`src/rtl/bcd_clock_scan_if.sv`:
```
// Control inputs, time readout and 7-segment drive of bcd_clock_scan, bundled as one port.
interface bcd_clock_scan_if;
    logic        run;
    logic        set_min;
    logic        set_hour;
    logic [23:0] time_bcd;
    logic        sec_tick;
    logic [7:0]  Cx;
    logic [7:0]  AN;

    modport master (output run, set_min, set_hour, input time_bcd, sec_tick, Cx, AN);
    modport slave  (input run, set_min, set_hour, output time_bcd, sec_tick, Cx, AN);
endinterface

```
`src/rtl/bcd_clock_scan.sv`:
```
// BCD HH:MM(:SS) time-of-day clock with a multiplexed active-low 7-segment scan driver.
// Define HOUR12_EN for 12-hour operation with an AM/PM indicator; default is 24-hour.
module bcd_clock_scan #(
    parameter int unsigned CLK_HZ     = 100_000_000,
    parameter int unsigned SCAN_HZ    = 1000,
    parameter int unsigned NUM_DIGITS = 6
) (
    input logic             sysCLK,
    input logic             RST,
    bcd_clock_scan_if.slave bus
);
    localparam int unsigned SCAN_DIV = CLK_HZ / SCAN_HZ;
    localparam int unsigned CW       = (CLK_HZ > 1) ? $clog2(CLK_HZ) : 1;
    localparam int unsigned DW       = (SCAN_DIV > 1) ? $clog2(SCAN_DIV) : 1;

    localparam logic [CW-1:0] CntLast = CW'(CLK_HZ - 1);
    localparam logic [CW-1:0] CntHalf = CW'(CLK_HZ / 2);
    localparam logic [DW-1:0] DivLast = DW'(SCAN_DIV - 1);
    localparam logic [2:0]    PosOffs = 3'(6 - NUM_DIGITS);

`ifdef HOUR12_EN
    // One extra scan slot drives AN[7] as the PM indicator.
    localparam logic [2:0] IdxLast = 3'(NUM_DIGITS);
    localparam logic [3:0] HtRst   = 4'd1;
    localparam logic [3:0] HoRst   = 4'd2;
`else
    localparam logic [2:0] IdxLast = 3'(NUM_DIGITS - 1);
    localparam logic [3:0] HtRst   = 4'd0;
    localparam logic [3:0] HoRst   = 4'd0;
`endif

    if (SCAN_DIV < 1) begin : g_bad_scan_div
        $error("bcd_clock_scan: CLK_HZ/SCAN_HZ must be at least 1");
    end
    if (NUM_DIGITS != 4 && NUM_DIGITS != 6) begin : g_bad_num_digits
        $error("bcd_clock_scan: NUM_DIGITS must be 4 or 6");
    end

    function automatic logic [7:0] seg7(input logic [3:0] v);
        case (v)
            4'd0:    seg7 = 8'hC0;
            4'd1:    seg7 = 8'hF9;
            4'd2:    seg7 = 8'hA4;
            4'd3:    seg7 = 8'hB0;
            4'd4:    seg7 = 8'h99;
            4'd5:    seg7 = 8'h92;
            4'd6:    seg7 = 8'h82;
            4'd7:    seg7 = 8'hF8;
            4'd8:    seg7 = 8'h80;
            4'd9:    seg7 = 8'h90;
            default: seg7 = 8'hFF;
        endcase
    endfunction

    // Returns {h_t, h_o} after one hour step.
    function automatic logic [7:0] hour_next(input logic [3:0] ht, input logic [3:0] ho);
`ifdef HOUR12_EN
        if (ht == 4'd1 && ho == 4'd2) begin
            hour_next = {4'd0, 4'd1};
        end else if (ho == 4'd9) begin
            hour_next = {4'd1, 4'd0};
        end else begin
            hour_next = {ht, ho + 4'd1};
        end
`else
        if (ht == 4'd2 && ho == 4'd3) begin
            hour_next = 8'h00;
        end else if (ho == 4'd9) begin
            hour_next = {ht + 4'd1, 4'd0};
        end else begin
            hour_next = {ht, ho + 4'd1};
        end
`endif
    endfunction

    logic [CW-1:0] cnt_q, cnt_d;
    logic          tick_q, tick_d;
    logic [DW-1:0] div_q, div_d;
    logic [2:0]    idx_q, idx_d;
    logic [3:0]    s_o_q, s_o_d, s_t_q, s_t_d, m_o_q, m_o_d, m_t_q, m_t_d;
    logic [3:0]    h_o_q, h_o_d, h_t_q, h_t_d;
    logic          sec_tick_q, sec_tick_d;
    logic [7:0]    cx_q, cx_d, an_q, an_d;
    logic          set_any, hour_inc, phase, dp_pos;
    logic [2:0]    pos;
    logic [3:0]    digit;
`ifdef HOUR12_EN
    logic          pm_q, pm_d;
`endif

    // Time-of-day update: set pulses win over a coincident tick.
    always_comb begin
        s_o_d      = s_o_q;
        s_t_d      = s_t_q;
        m_o_d      = m_o_q;
        m_t_d      = m_t_q;
        hour_inc   = 1'b0;
        sec_tick_d = 1'b0;
        set_any    = bus.set_min | bus.set_hour;
        if (set_any) begin
            if (bus.set_min) begin
                s_o_d = 4'd0;
                s_t_d = 4'd0;
                if (m_o_q == 4'd9) begin
                    m_o_d = 4'd0;
                    m_t_d = (m_t_q == 4'd5) ? 4'd0 : m_t_q + 4'd1;
                end else begin
                    m_o_d = m_o_q + 4'd1;
                end
            end
            hour_inc = bus.set_hour;
        end else if (tick_q && bus.run) begin
            sec_tick_d = 1'b1;
            if (s_o_q != 4'd9) begin
                s_o_d = s_o_q + 4'd1;
            end else begin
                s_o_d = 4'd0;
                if (s_t_q != 4'd5) begin
                    s_t_d = s_t_q + 4'd1;
                end else begin
                    s_t_d = 4'd0;
                    if (m_o_q != 4'd9) begin
                        m_o_d = m_o_q + 4'd1;
                    end else begin
                        m_o_d = 4'd0;
                        if (m_t_q != 4'd5) begin
                            m_t_d = m_t_q + 4'd1;
                        end else begin
                            m_t_d    = 4'd0;
                            hour_inc = 1'b1;
                        end
                    end
                end
            end
        end
        {h_t_d, h_o_d} = hour_inc ? hour_next(h_t_q, h_o_q) : {h_t_q, h_o_q};
`ifdef HOUR12_EN
        pm_d = pm_q ^ (hour_inc && h_t_q == 4'd1 && h_o_q == 4'd1);
`endif
    end

    always_comb begin
        cnt_d  = (cnt_q == CntLast) ? '0 : cnt_q + 1'b1;
        tick_d = (cnt_q == CntLast);
        phase  = (cnt_q < CntHalf);
        div_d  = div_q + 1'b1;
        idx_d  = idx_q;
        if (div_q == DivLast) begin
            div_d = '0;
            idx_d = (idx_q == IdxLast) ? 3'd0 : idx_q + 3'd1;
        end
        // pos is the digit position in HH:MM:SS order counted from s_o.
        pos    = idx_q + PosOffs;
        digit  = 4'hF;
        dp_pos = 1'b0;
        case (pos)
            3'd0: digit = s_o_q;
            3'd1: digit = s_t_q;
            3'd2: begin
                digit  = m_o_q;
                dp_pos = 1'b1;
            end
            3'd3: digit = m_t_q;
            3'd4: begin
                digit  = h_o_q;
                dp_pos = 1'b1;
            end
            3'd5: digit = h_t_q;
            default: digit = 4'hF;
        endcase
        an_d = ~(8'd1 << idx_q);
        cx_d = seg7(digit);
        if (dp_pos && phase && bus.run) begin
            cx_d[7] = 1'b0;
        end
`ifdef HOUR12_EN
        if (pos == 3'd5 && h_t_q == 4'd0) begin
            cx_d = 8'hFF;
        end
        if (idx_q == IdxLast) begin
            an_d = 8'h7F;
            cx_d = pm_q ? 8'h7F : 8'hFF;
        end
`endif
    end

    always_ff @(posedge sysCLK or posedge RST) begin
        if (RST) begin
            cnt_q      <= '0;
            tick_q     <= 1'b0;
            div_q      <= '0;
            idx_q      <= 3'd0;
            s_o_q      <= 4'd0;
            s_t_q      <= 4'd0;
            m_o_q      <= 4'd0;
            m_t_q      <= 4'd0;
            h_o_q      <= HoRst;
            h_t_q      <= HtRst;
            sec_tick_q <= 1'b0;
            cx_q       <= 8'hFF;
            an_q       <= 8'hFF;
`ifdef HOUR12_EN
            pm_q       <= 1'b0;
`endif
        end else begin
            cnt_q      <= cnt_d;
            tick_q     <= tick_d;
            div_q      <= div_d;
            idx_q      <= idx_d;
            s_o_q      <= s_o_d;
            s_t_q      <= s_t_d;
            m_o_q      <= m_o_d;
            m_t_q      <= m_t_d;
            h_o_q      <= h_o_d;
            h_t_q      <= h_t_d;
            sec_tick_q <= sec_tick_d;
            cx_q       <= cx_d;
            an_q       <= an_d;
`ifdef HOUR12_EN
            pm_q       <= pm_d;
`endif
        end
    end

    assign bus.time_bcd = {h_t_q, h_o_q, m_t_q, m_o_q, s_t_q, s_o_q};
    assign bus.sec_tick = sec_tick_q;
    assign bus.Cx       = cx_q;
    assign bus.AN       = an_q;
endmodule

```
`src/flat_wrapper.sv`:
```
// flat-port wrapper written by rule: the top's interface ports become plain ports
module bcd_clock_scan_flat 
#(
    parameter int unsigned CLK_HZ     = 100_000_000,
    parameter int unsigned SCAN_HZ    = 1000,
    parameter int unsigned NUM_DIGITS = 6
)
  (sysCLK, RST, bus_run, bus_set_min, bus_set_hour, bus_time_bcd, bus_sec_tick, bus_Cx, bus_AN);
  bcd_clock_scan_if bus_i ();
  input logic sysCLK;
  input logic RST;
  input wire logic [$bits(bus_i.run)-1:0] bus_run;
  input wire logic [$bits(bus_i.set_min)-1:0] bus_set_min;
  input wire logic [$bits(bus_i.set_hour)-1:0] bus_set_hour;
  output wire logic [$bits(bus_i.time_bcd)-1:0] bus_time_bcd;
  output wire logic [$bits(bus_i.sec_tick)-1:0] bus_sec_tick;
  output wire logic [$bits(bus_i.Cx)-1:0] bus_Cx;
  output wire logic [$bits(bus_i.AN)-1:0] bus_AN;
  assign bus_i.run = bus_run;
  assign bus_i.set_min = bus_set_min;
  assign bus_i.set_hour = bus_set_hour;
  assign bus_time_bcd = bus_i.time_bcd;
  assign bus_sec_tick = bus_i.sec_tick;
  assign bus_Cx = bus_i.Cx;
  assign bus_AN = bus_i.AN;
  bcd_clock_scan #(.CLK_HZ(CLK_HZ), .SCAN_HZ(SCAN_HZ), .NUM_DIGITS(NUM_DIGITS)) u_core (.sysCLK(sysCLK), .RST(RST), .bus(bus_i));
endmodule
```
`config.mk`:
```
export PLATFORM = sky130hd
export DESIGN_NAME = bcd_clock_scan_flat
export DESIGN_NICKNAME = d
export VERILOG_FILES = /design/src/rtl/bcd_clock_scan_if.sv /design/src/rtl/bcd_clock_scan.sv /design/src/flat_wrapper.sv
export SDC_FILE = /design/constraint.sdc
export NUM_CORES = 1
export LEC_CHECK = 0
export ABC_AREA = 1
export BUFFER_PORTS_ARGS = -buffer_cell sky130_fd_sc_hd__clkbuf_2
export CAP_MARGIN = 20
export CORE_MARGIN = 2
export CORE_UTILIZATION = 30
export DETAILED_ROUTE_END_ITERATION = 10
export GPL_ROUTABILITY_DRIVEN = 0
export PLACE_DENSITY = 0.53
export SLEW_MARGIN = 20
export SYNTH_ARGS = -nofsm -noshare
export SYNTH_HDL_FRONTEND = slang
export SYNTH_SLANG_ARGS = --single-unit
```
`constraint.sdc`:
```
create_clock -name sysCLK -period 6.7 [get_ports sysCLK]
set_input_delay 2.01 -clock sysCLK [delete_from_list [all_inputs] [get_ports sysCLK]]
set_output_delay 2.01 -clock sysCLK [all_outputs]
set_load 0.05 [all_outputs]
```
After elaboration in Yosys (flattened, before gate mapping) --
Memories as Yosys holds them, arrays and structs flattened. A register that Yosys moved wholly into a read port is not among the register bits. Cells that the tools add are included.
Cells by class: $add $sub $neg 9, shifts and indexed selects 1, mux-type cells 40, equality and inequality tests 21, reductions and logical operators 13, bitwise logic cells 2, magnitude comparators 1
Operators by type and width (number):
- $mux W4 | 24
- $add A27 B1 Y27 const B | 1
- $eq A27 B27 Y1 const B | 1
- $lt A27 B26 Y1 const B | 1
- $mux W27 | 1
- $add A4 B1 Y4 const B | 6
- $pmux W4 S6 | 1
- $add A17 B1 Y17 const B | 1
- $eq A17 B17 Y1 const B | 1
- $mux W17 | 1
- $mux W8 | 2
- $mux W1 | 10
- $eq A4 B2 Y1 const B | 2
- $eq A4 B4 Y1 const B | 2
- $ne A4 B3 Y1 const B | 2
- $ne A4 B4 Y1 const B | 2
- $not A8 Y8 | 1
- $shl A1 B3 Y8 const A | 1
- $eq A3 B2 Y1 const B | 2
- $eq A3 B3 Y1 const B | 2
- $ne A2 B1 Y1 const B | 3
- $reduce_and A6 Y1 | 1
- $eq A4 B3 Y1 const B | 1
- $logic_and A1 B1 Y1 | 4
- other kinds (11) | 14
Word-level totals: memories kept 1, word-level logic and storage cells 101, memory bits (read-only) 112, input bits 5, output and inout bits 41, register bits 89
Memory list:
- (no name shown) | words 16, bits a word 7, read ports 1, clocked after memory_dff 1, write ports 0, line bcd_clock_scan.sv:40 | case (v)

Depth between registers and ports, before layout --
Gate-level depths: netlist (run 1).
word-level depth 8, gate-level depth with buffers 14

Least setup slack after synthesis (run 1) --
Ideal clock, no wire load.
path type input to register, start input bus_set_hour, end register u_core.m_t_q[0], path slack 3792 ps, arrival 2789 ps, buffers on the path 0, data required time 6581 ps, stages on the path 7, path through inv_1 nand2_2 o21ai_4 nand2_4 nor2_4 o21ai_0 o21a_1
Between the ends: word-level cells in the longest chain between the ends 3, elaborated cells on any way between the ends 9, classes of those cells eq/ne (5); mux (1); bitwise (1); reduce/logical (2)
RTL lines:
- start, declared | line flat_wrapper.sv:14 | input wire logic [$bits(bus_i.set_hour)-1:0] bus_set_hour;
- $or A1 B1 Y1 (*) | line bcd_clock_scan.sv:99 | set_any = bus.set_min | bus.set_hour;
- $ne A2 B2 Y1 (no line) (tied with other cells)
- $reduce_and A6 Y1 (no line)
- end signal, assigned | line bcd_clock_scan.sv:213 | m_t_q <= m_t_d;
- end, declared | line bcd_clock_scan.sv:80 | logic [3:0] s_o_q, s_o_d, s_t_q, s_t_d, m_o_q, m_o_d, m_t_q, m_t_d;
Every way passes the cells marked *; elsewhere a longest branch is shown, timed or not. A chain may end at the register's enable or synchronous reset.

Final worst setup path (run 1) --
start register u_core.m_o_q[2], end output bus_time_bcd[10]
RTL lines:
- start, declared | line bcd_clock_scan.sv:80
- start signal, assigned | line bcd_clock_scan.sv:212 | m_o_q <= m_o_d;
- end, declared | line flat_wrapper.sv:15 | output wire logic [$bits(bus_i.time_bcd)-1:0] bus_time_bcd;
No word-level cell between the ends.

==> flow_metrics.tcl, run 1 <==
set metrics [dict create \
    ios 46 \
    rr_endpoint "u_core.bus.Cx[3]" \
    synth_cells 639 \
    required_ns 4.69 \
    max-clock-path-buffers 2 \
    r2r_setup_slack_ns 4.48 \
    cts_tree "built" \
    ys.flop_type "dfrtp_1" \
    cp_max_fo 5 \
    tns_ns 0 \
    tightestPinTransition_ns 0.7322 \
    fin_nets 711 \
    fill_cells 1772 \
    drive_gt1_share_pct 16.18 \
    die_y_um 134.1 \
    die_x_um 134.1 \
    synth-seq-cells 89 \
    layout_min_cycle_time_ns 3.167 \
    end_kind "output port" \
    worst_setup_path_start_kind "flop" \
    drc 0 \
    hold_buffers 0 \
    path_cells "clkbuf_2" \
    wl_per_cell_um 12.90 \
    drt_pass1_iterations 5 \
    leakage_nw 2.823 \
    cts_sinks 89 \
    worstSkewPairLatency_ns 0.34 \
    seq_area_frac_synth_pct 44.23 \
    start_util_pct 30.64 \
    power_density_mw_per_mm2 247.3 \
    cap_violations 0 \
    fin_cells 912 \
    r2r-start "u_core.idx_q[2]" \
    cpMaxStageDelayCell "dfrtp_1" \
    dpl.hpwl_um 8813 \
    placed_cells 896 \
    diodes 0 \
    grt_max_degree 59 \
    cts_setup_buffers 0 \
    hold_path_end "u_core.div_q[0]" \
    grtUsageMet2_pct 22.71 \
    cp_top_family "flip-flops" \
    antenna_found_initial 0 \
    reg2reg_depth 12 \
    met1_usage_pct 18.64 \
    rows 47 \
    min_path_type "flop to flop" \
    finalMaxSlewViolations 0 \
    synth_edf_count 0 \
    use_met3_pct 2.834 \
    die-area_mm2 0.01799 \
    path_class "flop to output port" \
    cp.arrival_ns 1.16 \
    cts_made_buffers 9 \
    fmax_mhz 315.8 \
    crit_buf_inv 1 \
    rsz0062_at_grt "false" \
    peakVddDrop_mv 0.1581 \
    synth_area_mm2 0.005081 \
    htreeDepth 3 \
    area_growth_pct 14.92 \
    vias 4193 \
    slowest_delay_ns 0.48 \
    via_per_inst 4.598 \
    yosys_warnings 0 \
    layout_commonest_cell "nand2_1" \
    slew-limit-headroom_pct 51.19 \
    hp-start "u_core.div_q[0]" \
    grt_pass1_vias 4023 \
    cts.root.buffer_cell "clkbuf_16" \
    drtIter0Drc 389 \
    ctsResizeCount 0 \
    setup_viol 0 \
    synth_fp_nets 663 \
    finalHoldViolCount 0 \
    grt_busiest_layer "met2" \
    core_area_mm2 0.01658 \
    fin_crit_sh_pct 47.27 \
    antenna_left 0 \
    status "completed" \
    grt.total_usage_pct 13.80 \
    async_reset_ff_share_pct 100.0 \
    final_cell_mix "nand2_1, inv_1, nor2_1, dfrtp_1, clkbuf_2" \
    portBuffers 45 \
    grt_remaining_overflow 0 \
    wl_um 11760 \
    grt_pass1_wl_um 20040 \
    avgSynthCellArea_um2 7.952 \
    clk_pin_slew_ns 0.07 \
    synth_cell_type_count 36 \
    clock_skew_ns 0.009104 \
    hold_depth 1 \
]
per-layer routing:
layer | vias to the layer above | wire, um | share of wire [%]
met4 | 0 | 141 | 1.2
met2 | 94 | 5444 | 46
met3 | 11 | 473 | 4.0
met5 | - | 0 | 0
li1 | 2148 | - | -
met1 | 1940 | 5704 | 48
final cells by class:
class	instances	area (um^2)	area share, %
inverter	101	380.4	6.514
clock inverter	5	37.54	0.6428
timing repair buffer	46	232.7	3.985
clock buffer	11	275.3	4.714
multi-input combinational	440	2391	40.95
tap	220	275.3	4.714
sequential	89	2247	38.48
logic make-up after synthesis:
group	count (synthesis)	share of synthesized area, %
buffers and inverters	110	8.717
AO/OA/AOI/OAI	55	5.959
adder cells (fa/ha/maj)	19	4.679
flip-flops	89	44.23
AND/OR/NAND/NOR	338	31.59
XOR/XNOR	28	4.826
worst max-delay path by stage:
| stage | startpoint | end | cells past startpoint |
|---|---|---|---|
| 6_report | u_core.m_o_q[2] | bus_time_bcd[10] | 1 |
| 5_1_grt | u_core.h_t_q[2] | bus_time_bcd[22] | 1 |
| 4_1_cts | u_core.h_t_q[2] | bus_time_bcd[22] | 1 |
| 3_5_place_dp | RST | u_core.m_t_q[2] | 3 |
| 3_3_place_gp | RST | u_core.m_t_q[3] | 3 |
| 2_1_floorplan | RST | u_core.bus.sec_tick | 1 |
synthesized netlist by cell type, types with 3 or more instances:
cell      number  area, um^2
a21oi_1       13       65.06
buf_2          6       30.03
buf_6          3       33.78
dfrtp_1       73        1827
dfstp_2       16       420.4
ha_1          19       237.7
inv_1         98       367.9
inv_2          3       11.26
nand2_1      130       488.0
nand2_2        5       31.28
nand2_4        3       33.78
nand3_1       42       210.2
nand3_2        4       40.04
nand3b_1       4       30.03
nand4_1       23       143.9
nor2_1        78       292.8
nor2_2         3       18.77
nor3_1        21       105.1
nor3_2         5       50.05
nor3b_1        3       22.52
nor4_1         9       56.30
o21ai_0       31       155.2
o21ai_1        3       15.01
or2_2          3       18.77
xnor2_1        5       43.79
xor2_1        23       201.4
through the flow:
step | power [mW] | setup WS (ns) | hold slack [ns] | utilization, % | cell area (um^2)
after floorplan | 0.8500 | 2.410 | 0.4331 | - | 5081
after global placement | 0.9280 | 3.438 | 0.4599 | 33.33 | 5527
after detailed placement | 0.9310 | 3.418 | 0.4606 | 33.33 | 5527
after CTS | 1.467 | 3.514 | 0.4704 | 35.21 | 5839
after global routing | 1.522 | 3.480 | 0.4997 | 35.21 | 5839
final | 1.444 | 3.533 | 0.4639 | 35.21 | 5839
where the power goes:
part | total, mW | switching (mW) | internal [mW]
combinational | 0.285 | 0.214 | 0.0714
sequential | 0.633 | 0.0603 | 0.573
clock | 0.526 | 0.225 | 0.301
flip-flops by register name, indices dropped and copies added, names as in the netlist:
| register | cells |
|---|---|
| u_core.bus.Cx | 8 |
| u_core.h_t_q | 4 |
| u_core.h_o_q | 4 |
| u_core.s_t_q | 4 |
| u_core.s_o_q | 4 |
| u_core.div_q | 17 |
| u_core.idx_q | 3 |
| u_core.tick_q | 1 |
| u_core.cnt_q | 27 |
| u_core.bus.AN | 8 |
| u_core.m_t_q | 4 |
| u_core.m_o_q | 4 |
| u_core.bus.sec_tick | 1 |
(Power assumes the default switching activity.)
==> run 2: changes to the inputs <==
--- a/config.mk
+++ b/config.mk
@@ -12,7 +12,7 @@
 export CORE_UTILIZATION = 30
 export DETAILED_ROUTE_END_ITERATION = 10
 export GPL_ROUTABILITY_DRIVEN = 0
-export PLACE_DENSITY = 0.53
+export PLACE_DENSITY = 0.55
 export SLEW_MARGIN = 20
 export SYNTH_ARGS = -nofsm -noshare
 export SYNTH_HDL_FRONTEND = slang
==> constraint.sdc (replaced) <==
create_clock -name sysCLK -period 2.68 [get_ports sysCLK]
set_input_delay 0.804 -clock sysCLK [delete_from_list [all_inputs] [get_ports sysCLK]]
set_output_delay 0.804 -clock sysCLK [all_outputs]
set_load 0.05 [all_outputs]
==> flow_metrics.tcl, run 2 (synthesized netlist as in run 1, its figures left out) <==
set metrics [dict create \
    end_kind "flop" \
    hold_buffers 0 \
    cp_top_family "simple AND/OR/NAND/NOR gates" \
    r2r_setup_slack_ns 0.56 \
    post-route-util_pct 35.31 \
    start_util_pct 30.64 \
    drive_gt1_share_pct 16.43 \
    area_growth_pct 15.24 \
    placed_cells 898 \
    required_ns 2.96 \
    antenna_left 0 \
    path_cells "inv_1, nand3_1, o21ai_0, nor2_1, nand2_2, inv_1, ha_1, nand2_1, nand2_1, nand2_1, nand2_1" \
    cts_made_buffers 9 \
    min_path_type "flop to flop" \
    cts_setup_buffers 0 \
    r2r-start "u_core.idx_q[2]" \
    dp_slack_ns 0.5857 \
    die-area_mm2 0.01799 \
    cp.arrival_ns 2.40 \
    top_register "u_core.cnt_q" \
    startpoint "u_core.idx_q[2]" \
    layout_commonest_cell "nand2_1" \
    htreeDepth 3 \
    setup_viol 0 \
    slew-limit-headroom_pct 56.80 \
    fin_cells 914 \
    portBuffers 45 \
    crit_top_cell "nand2_1" \
    grt_max_degree 33 \
    die_x_um 134.1 \
    cap_violations 0 \
    rows 47 \
    peakVddDrop_mv 0.3626 \
    grt_pass1_vias 3974 \
    reg2reg_depth 11 \
    max-clock-path-buffers 2 \
    worst-path-stages 11 \
    cp_max_fo 12 \
    leakage_nw 2.828 \
    timing.critical_path.to "u_core.bus.Cx[3]" \
    rsz0062_at_grt "false" \
    grt_remaining_overflow 0 \
    largest_reg_flops 27 \
    reg.largest.list "u_core.cnt_q x27, u_core.div_q x17" \
    status "completed" \
    ios 46 \
    die_y_um 134.1 \
    layout_setup_ws_ns 0.5560 \
    grt_pass1_wl_um 19540 \
    slowest_delay_ns 0.50 \
    path_class "flop to flop" \
    core_area_mm2 0.01658 \
    fill_cells 1748 \
    finalHoldViolCount 0 \
    finalMaxSlewViolations 0 \
    diodes 0 \
    tns_ns 0 \
    worstSkewPairLatency_ns 0.35 \
    grt.total_usage_pct 13.71 \
    fin_nets 713 \
    cts_sinks 89 \
    ctsResizeCount 0 \
    clock_skew_ns 0.005094 \
    cpMaxStageDelayCell "dfrtp_1" \
    tightestPinTransition_ns 0.6466 \
    final_cell_mix "nand2_1, inv_1, nor2_1, dfrtp_1, clkbuf_2" \
    wl_per_cell_um 12.53 \
    vias 4149 \
    fmax_mhz 470.8 \
    drtIter0Drc 234 \
    dpl.hpwl_um 8733 \
    crit_buf_inv 2 \
    clk_pin_slew_ns 0.07 \
    wl_um 11460 \
    cts_tree "built" \
    worst_setup_path_start_kind "flop" \
    rr_endpoint "u_core.bus.Cx[3]" \
    cts.root.buffer_cell "clkbuf_16" \
    layout_min_cycle_time_ns 2.124 \
    drt_pass1_iterations 4 \
    antenna_found_initial 0 \
    power_density_mw_per_mm2 606.4 \
    fin_crit_sh_pct 79.25 \
    via_per_inst 4.539 \
    drc 0 \
]
## run 2: changes by cell type in the layout (fill, tap and decap cells not counted), sizes merged
cell,change
buf,+2
inv,-2
clkinv,+1
clkinvlp,+1
## run 2: power breakdown
part	internal (mW)	total (mW)	switching [mW]
Clock	0.713	1.26	0.543
Sequential	1.43	1.58	0.147
Combinational	0.182	0.716	0.534
Total	2.33	3.55	1.22
## run 2: layout make-up
| type | instances | area (um^2) | area share, % |
|---|---|---|---|
| Tap cell | 220 | 275.3 | 4.701 |
| Clock buffer | 11 | 264.0 | 4.509 |
| Inverter | 101 | 382.9 | 6.538 |
| Sequential cell | 89 | 2247 | 38.38 |
| Clock inverter | 5 | 35.03 | 0.5983 |
| Multi-Input combinational cell | 440 | 2391 | 40.83 |
| Timing Repair Buffer | 48 | 260.3 | 4.444 |
## run 2: worst min path at each step
stage | start | to | slack, ns | cells after the start
final | u_core.div_q[0] | u_core.div_q[0] | 0.48 | 1
after detailed placement | u_core.div_q[0] | u_core.div_q[0] | 0.46 | 1
after CTS | u_core.div_q[0] | u_core.div_q[0] | 0.47 | 1
after floorplan | u_core.div_q[0] | u_core.div_q[0] | 0.43 | 1
after global routing | u_core.div_q[0] | u_core.div_q[0] | 0.50 | 1
after global placement | u_core.div_q[0] | u_core.div_q[0] | 0.46 | 1
## run 2: layer usage
layer	part of all wire [%]	vias up	track usage (%)
met5	0	-	0
met4	1.7	0	4.971
met3	3.3	15	3.628
met2	47	62	21.71
met1	48	1922	18.10
li1	-	2150	-
## run 2: worst reg2reg max path: stages (launching register included)
cell and delay (ns):
dfrtp_1 0.50, inv_1 0.32, nand3_1 0.23, o21ai_0 0.24, nor2_1 0.08, nand2_2 0.09, inv_1 0.08, ha_1 0.31
nand2_1 0.07, nand2_1 0.05, nand2_1 0.05, nand2_1 0.05
## run 2: metrics by stage
stage          cell area, um^2  power, mW  hold WS (ns)
2_1_floorplan             5085      2.126        0.4331
3_3_place_gp              5557      2.323        0.4593
3_5_place_dp              5557      2.328        0.4553
4_1_cts                   5856      3.606        0.4708
5_1_grt                   5856      3.747        0.4992
6_report                  5856      3.551        0.4784
